`src/rtl/alu_writeback_32_if.sv`:
```
// rtl/alu_writeback_32_if.sv - capture/writeback bus between ALU, result stage and register file
//
// Purpose : groups the ALU-capture inputs, the register-file writeback
//           handshake and the architectural HI/LO/Overflow outputs.
// Signals : Capture, Control[4:0], reg_C[63:0], dest_idx[IDX_W-1:0]  (producer -> stage)
//           wb_ready                                             (register file -> stage)
//           in_ready, wb_valid, wb_idx, wb_data[31:0]             (stage -> consumers)
//           HI[31:0], LO[31:0], Overflow                          (stage -> consumers)
// Modports: master = producer/consumer side, slave = result stage.
interface alu_writeback_32_if #(
  parameter int IDX_W = 4
);
  logic             Capture;
  logic [4:0]       Control;
  logic [63:0]      reg_C;
  logic [IDX_W-1:0] dest_idx;
  logic             in_ready;
  logic             wb_valid;
  logic             wb_ready;
  logic [IDX_W-1:0] wb_idx;
  logic [31:0]      wb_data;
  logic [31:0]      HI;
  logic [31:0]      LO;
  logic             Overflow;

  modport master (
    output Capture, Control, reg_C, dest_idx, wb_ready,
    input  in_ready, wb_valid, wb_idx, wb_data, HI, LO, Overflow
  );

  modport slave (
    input  Capture, Control, reg_C, dest_idx, wb_ready,
    output in_ready, wb_valid, wb_idx, wb_data, HI, LO, Overflow
  );
endinterface

```
`src/rtl/alu_writeback_32.sv`:
```
// rtl/alu_writeback_32.sv - ALU result stage: HI/LO registers plus writeback FIFO
//
// Purpose : captures the 64-bit ALU result once per op. mul/div load HI/LO,
//           register-producing ops (including mfhi/mflo) are queued in a
//           small circular FIFO that drains to the register file over a
//           valid/ready handshake.
// Ports   : Clock  - system clock, all state on posedge
//           Clear  - synchronous active-high reset, overrides everything
//           bus    - alu_writeback_32_if.slave (capture, writeback, HI/LO, Overflow)
// Options : R0_GUARD_EN - when defined, push-class ops targeting GPR 0 are
//           discarded (no push, no Overflow effect).
module alu_writeback_32 #(
  parameter int DEPTH = 2,
  parameter int IDX_W = 4
) (
  input logic               Clock,
  input logic               Clear,
  alu_writeback_32_if.slave bus
);

  localparam int PTR_W = (DEPTH > 1) ? $clog2(DEPTH) : 1;
  localparam int CNT_W = PTR_W + 1;

  localparam logic [4:0] OP_STORE = 5'b00010;
  localparam logic [4:0] OP_MUL   = 5'b01111;
  localparam logic [4:0] OP_DIV   = 5'b10000;
  localparam logic [4:0] OP_BR    = 5'b10011;
  localparam logic [4:0] OP_JR    = 5'b10100;
  localparam logic [4:0] OP_OUT   = 5'b10111;
  localparam logic [4:0] OP_MFHI  = 5'b11000;
  localparam logic [4:0] OP_MFLO  = 5'b11001;
  localparam logic [4:0] OP_NOP   = 5'b11010;
  localparam logic [4:0] OP_HALT  = 5'b11011;

  logic [IDX_W-1:0] r_mem_idx  [DEPTH];
  logic [31:0]      r_mem_data [DEPTH];
  logic [PTR_W-1:0] r_wr_ptr;
  logic [PTR_W-1:0] r_rd_ptr;
  logic [CNT_W-1:0] r_count;
  logic [31:0]      r_hi;
  logic [31:0]      r_lo;
  logic             r_ovf;

  logic             w_is_hilo;
  logic             w_is_nopush;
  logic [31:0]      w_push_data;
  logic             w_push_class;
  logic             w_push_req;
  logic             w_full;
  logic             w_valid;
  logic             w_pop;
  logic             w_push;
  logic             w_drop;

  // Op decode. mfhi/mflo read the HI/LO value registered before this edge,
  // so a mul on the previous Capture is already visible.
  always_comb begin
    w_is_hilo   = 1'b0;
    w_is_nopush = 1'b0;
    w_push_data = bus.reg_C[31:0];
    case (bus.Control)
      OP_MUL, OP_DIV:                      w_is_hilo   = 1'b1;
      OP_STORE, OP_BR, OP_JR, OP_OUT,
      OP_NOP, OP_HALT:                     w_is_nopush = 1'b1;
      OP_MFHI:                             w_push_data = r_hi;
      OP_MFLO:                             w_push_data = r_lo;
      default:                             ;
    endcase
  end

  assign w_push_class = bus.Capture && !w_is_hilo && !w_is_nopush;

`ifdef R0_GUARD_EN
  // Writes to GPR 0 are meaningless; drop them before they reach the FIFO.
  assign w_push_req = w_push_class && (bus.dest_idx != '0);
`else
  assign w_push_req = w_push_class;
`endif

  assign w_full  = (r_count == CNT_W'(DEPTH));
  assign w_valid = (r_count != '0);
  assign w_pop   = w_valid && bus.wb_ready;
  // A pop frees a slot in the same cycle, so a full FIFO can still accept.
  assign w_push  = w_push_req && (!w_full || w_pop);
  assign w_drop  = w_push_req && w_full && !w_pop;

  always_ff @(posedge Clock) begin
    if (Clear) begin
      r_wr_ptr <= '0;
      r_rd_ptr <= '0;
      r_count  <= '0;
      r_hi     <= '0;
      r_lo     <= '0;
      r_ovf    <= 1'b0;
      for (int i = 0; i < DEPTH; i++) begin
        r_mem_idx[i]  <= '0;
        r_mem_data[i] <= '0;
      end
    end else begin
      if (bus.Capture && w_is_hilo) begin
        r_hi <= bus.reg_C[63:32];
        r_lo <= bus.reg_C[31:0];
      end
      if (w_push) begin
        r_mem_idx[r_wr_ptr]  <= bus.dest_idx;
        r_mem_data[r_wr_ptr] <= w_push_data;
        r_wr_ptr             <= r_wr_ptr + PTR_W'(1);
      end
      if (w_pop) begin
        r_rd_ptr <= r_rd_ptr + PTR_W'(1);
      end
      case ({w_push, w_pop})
        2'b10:   r_count <= r_count + CNT_W'(1);
        2'b01:   r_count <= r_count - CNT_W'(1);
        default: r_count <= r_count;
      endcase
      if (w_drop) begin
        r_ovf <= 1'b1;
      end
    end
  end

  assign bus.in_ready = !w_full;
  assign bus.wb_valid = w_valid;
  assign bus.wb_idx   = r_mem_idx[r_rd_ptr];
  assign bus.wb_data  = r_mem_data[r_rd_ptr];
  assign bus.HI       = r_hi;
  assign bus.LO       = r_lo;
  assign bus.Overflow = r_ovf;

endmodule

```
`src/flat_wrapper.sv`:
```
// flat-port wrapper written by rule: the top's interface ports become plain ports
module alu_writeback_32_flat 
#(
  parameter int DEPTH = 2,
  parameter int IDX_W = 4
)
  (Clock, Clear, bus_Capture, bus_Control, bus_reg_C, bus_dest_idx, bus_wb_ready, bus_in_ready, bus_wb_valid, bus_wb_idx, bus_wb_data, bus_HI, bus_LO, bus_Overflow);
  alu_writeback_32_if #(.IDX_W(IDX_W)) bus_i ();
  input logic Clock;
  input logic Clear;
  input wire logic [$bits(bus_i.Capture)-1:0] bus_Capture;
  input wire logic [$bits(bus_i.Control)-1:0] bus_Control;
  input wire logic [$bits(bus_i.reg_C)-1:0] bus_reg_C;
  input wire logic [$bits(bus_i.dest_idx)-1:0] bus_dest_idx;
  input wire logic [$bits(bus_i.wb_ready)-1:0] bus_wb_ready;
  output wire logic [$bits(bus_i.in_ready)-1:0] bus_in_ready;
  output wire logic [$bits(bus_i.wb_valid)-1:0] bus_wb_valid;
  output wire logic [$bits(bus_i.wb_idx)-1:0] bus_wb_idx;
  output wire logic [$bits(bus_i.wb_data)-1:0] bus_wb_data;
  output wire logic [$bits(bus_i.HI)-1:0] bus_HI;
  output wire logic [$bits(bus_i.LO)-1:0] bus_LO;
  output wire logic [$bits(bus_i.Overflow)-1:0] bus_Overflow;
  assign bus_i.Capture = bus_Capture;
  assign bus_i.Control = bus_Control;
  assign bus_i.reg_C = bus_reg_C;
  assign bus_i.dest_idx = bus_dest_idx;
  assign bus_i.wb_ready = bus_wb_ready;
  assign bus_in_ready = bus_i.in_ready;
  assign bus_wb_valid = bus_i.wb_valid;
  assign bus_wb_idx = bus_i.wb_idx;
  assign bus_wb_data = bus_i.wb_data;
  assign bus_HI = bus_i.HI;
  assign bus_LO = bus_i.LO;
  assign bus_Overflow = bus_i.Overflow;
  alu_writeback_32 #(.DEPTH(DEPTH), .IDX_W(IDX_W)) u_core (.Clock(Clock), .Clear(Clear), .bus(bus_i));
endmodule
```
`config.mk`:
```
export PLATFORM = sky130hd
export DESIGN_NAME = alu_writeback_32_flat
export DESIGN_NICKNAME = d
export VERILOG_FILES = /design/src/rtl/alu_writeback_32_if.sv /design/src/rtl/alu_writeback_32.sv /design/src/flat_wrapper.sv
export SDC_FILE = /design/constraint.sdc
export NUM_CORES = 1
export LEC_CHECK = 0
export CAP_MARGIN = 10
export CORE_ASPECT_RATIO = 1.25
export CORE_UTILIZATION = 25
export DETAILED_ROUTE_END_ITERATION = 8
export HOLD_SLACK_MARGIN = 0.05
export PLACE_DENSITY = 0.49
export RECOVER_POWER = 100
export SYNTH_ARGS = -nofsm -noshare
export SYNTH_HDL_FRONTEND = slang
export SYNTH_SLANG_ARGS = --single-unit
```
`constraint.sdc`:
```
create_clock -name Clock -period 9.7 [get_ports Clock]
set_input_delay 1.94 -clock Clock [delete_from_list [all_inputs] [get_ports Clock]]
set_output_delay 1.94 -clock Clock [all_outputs]
set_load 0.01 [all_outputs]
```
======== Word level (Yosys, flattened, before mapping) ========
Memory sizes are Yosys's and may differ from the RTL's. A register that Yosys moved wholly into a read port is not among the register bits.
Cells that the tools add are included.
word-level totals
  RAM bits ................................ 72
  bits of input ports ..................... 77
  memory bits (read-only) ................. 0
  latch bits .............................. 0
  flip-flop bits (word level) ............. 69
  memories kept ........................... 2
  word-level logic and storage cells ...... 62
operators by class
  divide/modulo/power cells ............... 0
  shifts and indexed selects .............. 0
  $mul .................................... 0
  eq/ne operators ......................... 13
  $add $sub $neg .......................... 4
  magnitude comparators ................... 0
  muxes and demuxes ....................... 19
  bitwise gates (word level) .............. 0
  reduce and logical (&&, ||, !) cells .... 18
memories
  memory             depth  width  rd ports  clocked after Yosys merged registers in  wr ports  RTL line                RTL
  u_core.r_mem_data  2      32     1         1                                        2         alu_writeback_32.sv:36  logic [31:0] r_mem_data [DEPTH];
  u_core.r_mem_idx   2      4      1         1                                        2         alu_writeback_32.sv:35  logic [IDX_W-1:0] r_mem_idx [DEPTH];
operators with widths
  operator                                                            number
  32-bit one-hot mux with 2 select lines                              1
  5-bit == test, second input constant                                8
  32-bit 2-to-1 mux                                                   1
  32-bit OR reduction                                                 1
  1-bit 2-to-1 mux                                                    15
  1-bit logical AND                                                   7
  6-bit OR reduction                                                  1
  5-bit by 2-bit == test with 1-bit output, second input constant     1
  5-bit by 4-bit == test with 1-bit output, second input constant     1
  2-bit == test, second input constant                                2
  1-bit zero test                                                     4
  4-bit 2-to-1 mux                                                    1
  2-bit one-hot mux with 2 select lines                               1
  2-bit nonzero test                                                  2
  4-bit OR reduction                                                  1
  1-bit adder, second input constant                                  2
  2-bit by 1-bit adder with 2-bit output, second input constant       1
  2-bit by 1-bit == test with 1-bit output, second input constant     1
  2-bit OR reduction                                                  1
  2-bit by 1-bit subtractor with 2-bit output, second input constant  1
  1-bit logical OR                                                    1

======== Longest topological paths before layout ========
  depth in word-level cells ............... 12
  depth in mapped cells ................... 8

======== Worst setup path before layout ========
OpenSTA, ideal clock, no wires.
  path type ............................... input to register
  from .................................... input bus_Control[0]
  to ...................................... memory u_core.r_mem_data[1][0] (enable)
  path slack .............................. 4.651 ns
  library setup time ...................... 0.437 ns
  arrival time ............................ 4.613 ns
  cell stages on the path ................. 5
  path buffers ............................ 1
  cells stage by stage .................... buf_2 -> and4b_1 -> o41ai_4 -> nand2b_1 -> o21bai_1
RTL lines
  what             RTL line                RTL
  start, declared  flat_wrapper.sv:12      input wire logic [$bits(bus_i.Control)-1:0] bus_Control;
  end, declared    alu_writeback_32.sv:36

==> results.cfg <==
[sta]
slew_violations = 119
finalWorstSetupSlack_ns = 3.265
tightest_slew_ns = 1.975
post-route-min-period_ns = 6.435
finalCritPeriodShare_pct = 66.34
rsz0062_at_grt = no
clock_skew_ns = 0.01454
relSlewSlack_pct = -31.64
hold_viol = 0
fmax_mhz = 155.4
setup_viol = 0
tns_ns = 0

[cts]
clk_latency_ns = 0.43
cts-hold-fix-buffers = 0
cts_root_buffer = clkbuf_16
clock_path_buffers = 2
ctsResizeCount = 0
cts.clk_slew.worst_paths_ns = 0.06
clock_sinks = 142
cts_tree = built
postCtsSetupBuffers = 0
cts_max_level = 4
cts_made_buffers = 17

[finish]
nNetsFinal = 862
finalNonFillerCells = 1142
syn_to_final_growth_pct = 37.93
drive_gt1_share_pct = 9.034
fillers = 2731
n_antenna_cell = 0

[worst_setup_path]
slowest_stage = clkbuf_1
crit_top_cell = clkbuf_1
crit_chain = dlygate4sd3_1 > and4b_1 > o41ai_4 > clkbuf_1 > nand2b_1 > o21bai_4 > clkbuf_1
cpLargestDelayFamily = buffers and inverters
path_buf_inv = 3
worstPathMaxFanout = 44
cp-start-kind = input port
required_ns = 9.73
critPathCaptureType = register
max_stage_delay_ns = 1.45
critPathKind = in2reg
cp.arrival_ns = 6.47

[global_routing]
grt_pass1_wl_mm = 28.27
grt_max_degree = 79
grt_pass1_vias = 4963
grt_usage_pct = 13.29
grt_overflow = 0
antenna_found_initial = 1

[status]
violations = max-capacitance violations, max-slew violations
status = finished with violations

[die]
core-area_um2 = 26990
die_y_um = 187.9
rows = 67
die_w_um = 150.7
start_util_pct = 25.60
die_area_um2 = 28320
ios = 180

[route]
num_vias = 4894
drc = 0
ant_nets = 0
avgViaCountPerCell = 4.285
wl_per_cell_um = 15.67
drtIter0Drc = 193
wl_mm = 17.90
drt-pass1-iter-count = 4

[place]
pre_cts_ws_ns = 4.487
dp.cells = 1109
place_congestion = 0.7102
port_buffers = 179
hpwlAfterDp_mm = 11.63

[power]
total_power_mw = 1.680
ir_drop_uv = 101.6
p_leak_nw = 3.594
pwr_density_cell_nw_per_um2 = 176.2

[synthesis]
ys_seq_area_share_pct = 51.56
netlist_instances = 629
ys_warn_count = 0
synth_cell_types = 37
netlist_area_um2 = 6912
synth.avg_cell_area_um2 = 10.99
syn_nets = 707
ys_ff_latch = 142

[run]
cap_viol_max_count = 3

[min_path]
hold_class = reg2reg
-- synthesized netlist by cell type --
cell type,count,share of area [%]
mux2_2,36,5.9
buf_1,3,0.16
xor2_1,1,0.13
a21oi_1,2,0.14
or2_2,1,0.091
o41ai_4,1,0.40
dfxtp_1,70,20
nor4bb_1,1,0.14
and3_1,8,0.72
clkbuf_2,1,0.072
nand2b_1,132,12
o21ai_0,1,0.072
buf_4,6,0.65
nand3b_1,1,0.11
or3b_2,1,0.13
ha_1,1,0.18
nor4_1,2,0.18
o21bai_1,1,0.11
and3b_1,2,0.25
or4b_2,1,0.14
and2_1,1,0.091
clkbuf_1,23,1.2
nand2_1,34,1.8
nor2_1,69,3.7
inv_1,1,0.054
nor3_1,3,0.22
and4b_1,1,0.14
mux2i_1,96,14
o21a_1,1,0.11
nand3_2,1,0.14
or3_1,3,0.27
a41o_1,1,0.14
o211ai_1,32,3.5
xnor2_1,2,0.25
buf_2,16,1.2
edfxtp_1,72,31
a41oi_1,1,0.13
-- cells by family after synthesis --
family          synth area share, %
simple gates                  20.18
flops                         51.56
mux                           19.77
buf+inv                       3.349
compound gates                4.580
xor+xnor                     0.3802
fa+ha+maj                    0.1810
-- per-stage QoR --
stage               hold slack (ns)  instance area, µm²  utilization, %
floorplan                    0.4752                6912               -
finish                       0.4853                9533           35.32
CTS                          0.4929                9549           35.38
global route                 0.5023                9533           35.32
global placement             0.4774                8977           33.26
detailed placement           0.4807                8977           33.26
-- final cells by class --
class / count / area, µm² / share of cell area [%]
sequential: 142 / 3563 / 37.38
multi-input combinational: 437 / 3141 / 32.94
timing repair buffer: 185 / 1822 / 19.11
clock buffer: 22 / 496.7 / 5.211
tap: 345 / 431.7 / 4.528
clock inverter: 10 / 75.07 / 0.7875
inverter: 1 / 3.754 / 0.03938
-- sequential cells by signal, indices dropped and copies added (netlist names), named ones only --
| register | count |
|---|---|
| u_core.r_mem_data | 64 |
| u_core.bus.HI | 32 |
| u_core.bus.LO | 32 |
| u_core.r_mem_idx | 8 |
| u_core.r_count | 2 |
| u_core.bus.Overflow | 1 |
| u_core.r_rd_ptr | 1 |
| u_core.r_wr_ptr | 1 |
-- path summary, 6_finish.rpt --
check / startpoint / to / slack [ns] / cells after the start
worst max-delay path: bus_Control[4] / u_core.r_mem_data[1][19]$_SDFFCE_PN0P_ / 3.27 / 7
worst max register to register: u_core.r_count[1]$_SDFFE_PP0P_ / u_core.r_mem_data[0][19]$_SDFFCE_PN0P_ / 6.81 / 4
worst min-delay path: u_core.bus.LO[21]$_SDFFE_PP0P_ / u_core.bus.LO[21]$_SDFFE_PP0P_ / 0.49 / 2
worst min register to register: u_core.bus.LO[21]$_SDFFE_PP0P_ / u_core.bus.LO[21]$_SDFFE_PP0P_ / 0.49 / 2
-- layer usage --
layer | GRT usage [%] | up-vias | wire length [µm]
met2 | 23.29 | 109 | 9305
li1 | - | 2488 | -
met5 | 0 | - | 11
met3 | 3.577 | 17 | 932
met4 | 4.269 | 2 | 221
met1 | 15.43 | 2278 | 7425
-- power by group --
group	internal (mW)	switching, mW	total, mW
logic	0.185	0.145	0.330
registers	0.679	0.0390	0.718
clock network	0.367	0.266	0.633
total	1.23	0.449	1.68
-- cell usage in the layout (no fill, tap or decap), types with 2 or more instances in the layout --
master	synthesis	final
clkbuf_1	23	4
dfxtp_1	70	70
nor4_1	2	2
nand2_1	34	34
and3b_1	2	2
clkbuf_16	0	19
clkinvlp_4	0	2
mux2i_1	96	96
clkdlybuf4s50_1	0	80
or3_2	0	2
and3_1	8	8
dlygate4sd3_1	0	97
xnor2_1	2	2
nand2b_1	132	132
edfxtp_1	72	72
mux2_1	0	8
inv_4	0	4
a21oi_1	2	2
mux2_2	36	28
o211ai_1	32	32
buf_4	6	5
nor2_1	69	69
nor3_1	3	3
clkinv_4	0	3
-- tightest hold or removal path, delay by kind of cell, from the launching register on --
family / cells / cell delay, ns
flops: 1 / 0.32
simple gates: 1 / 0.06
mux: 1 / 0.06
Note: power is estimated with default switching activity, not from simulation.
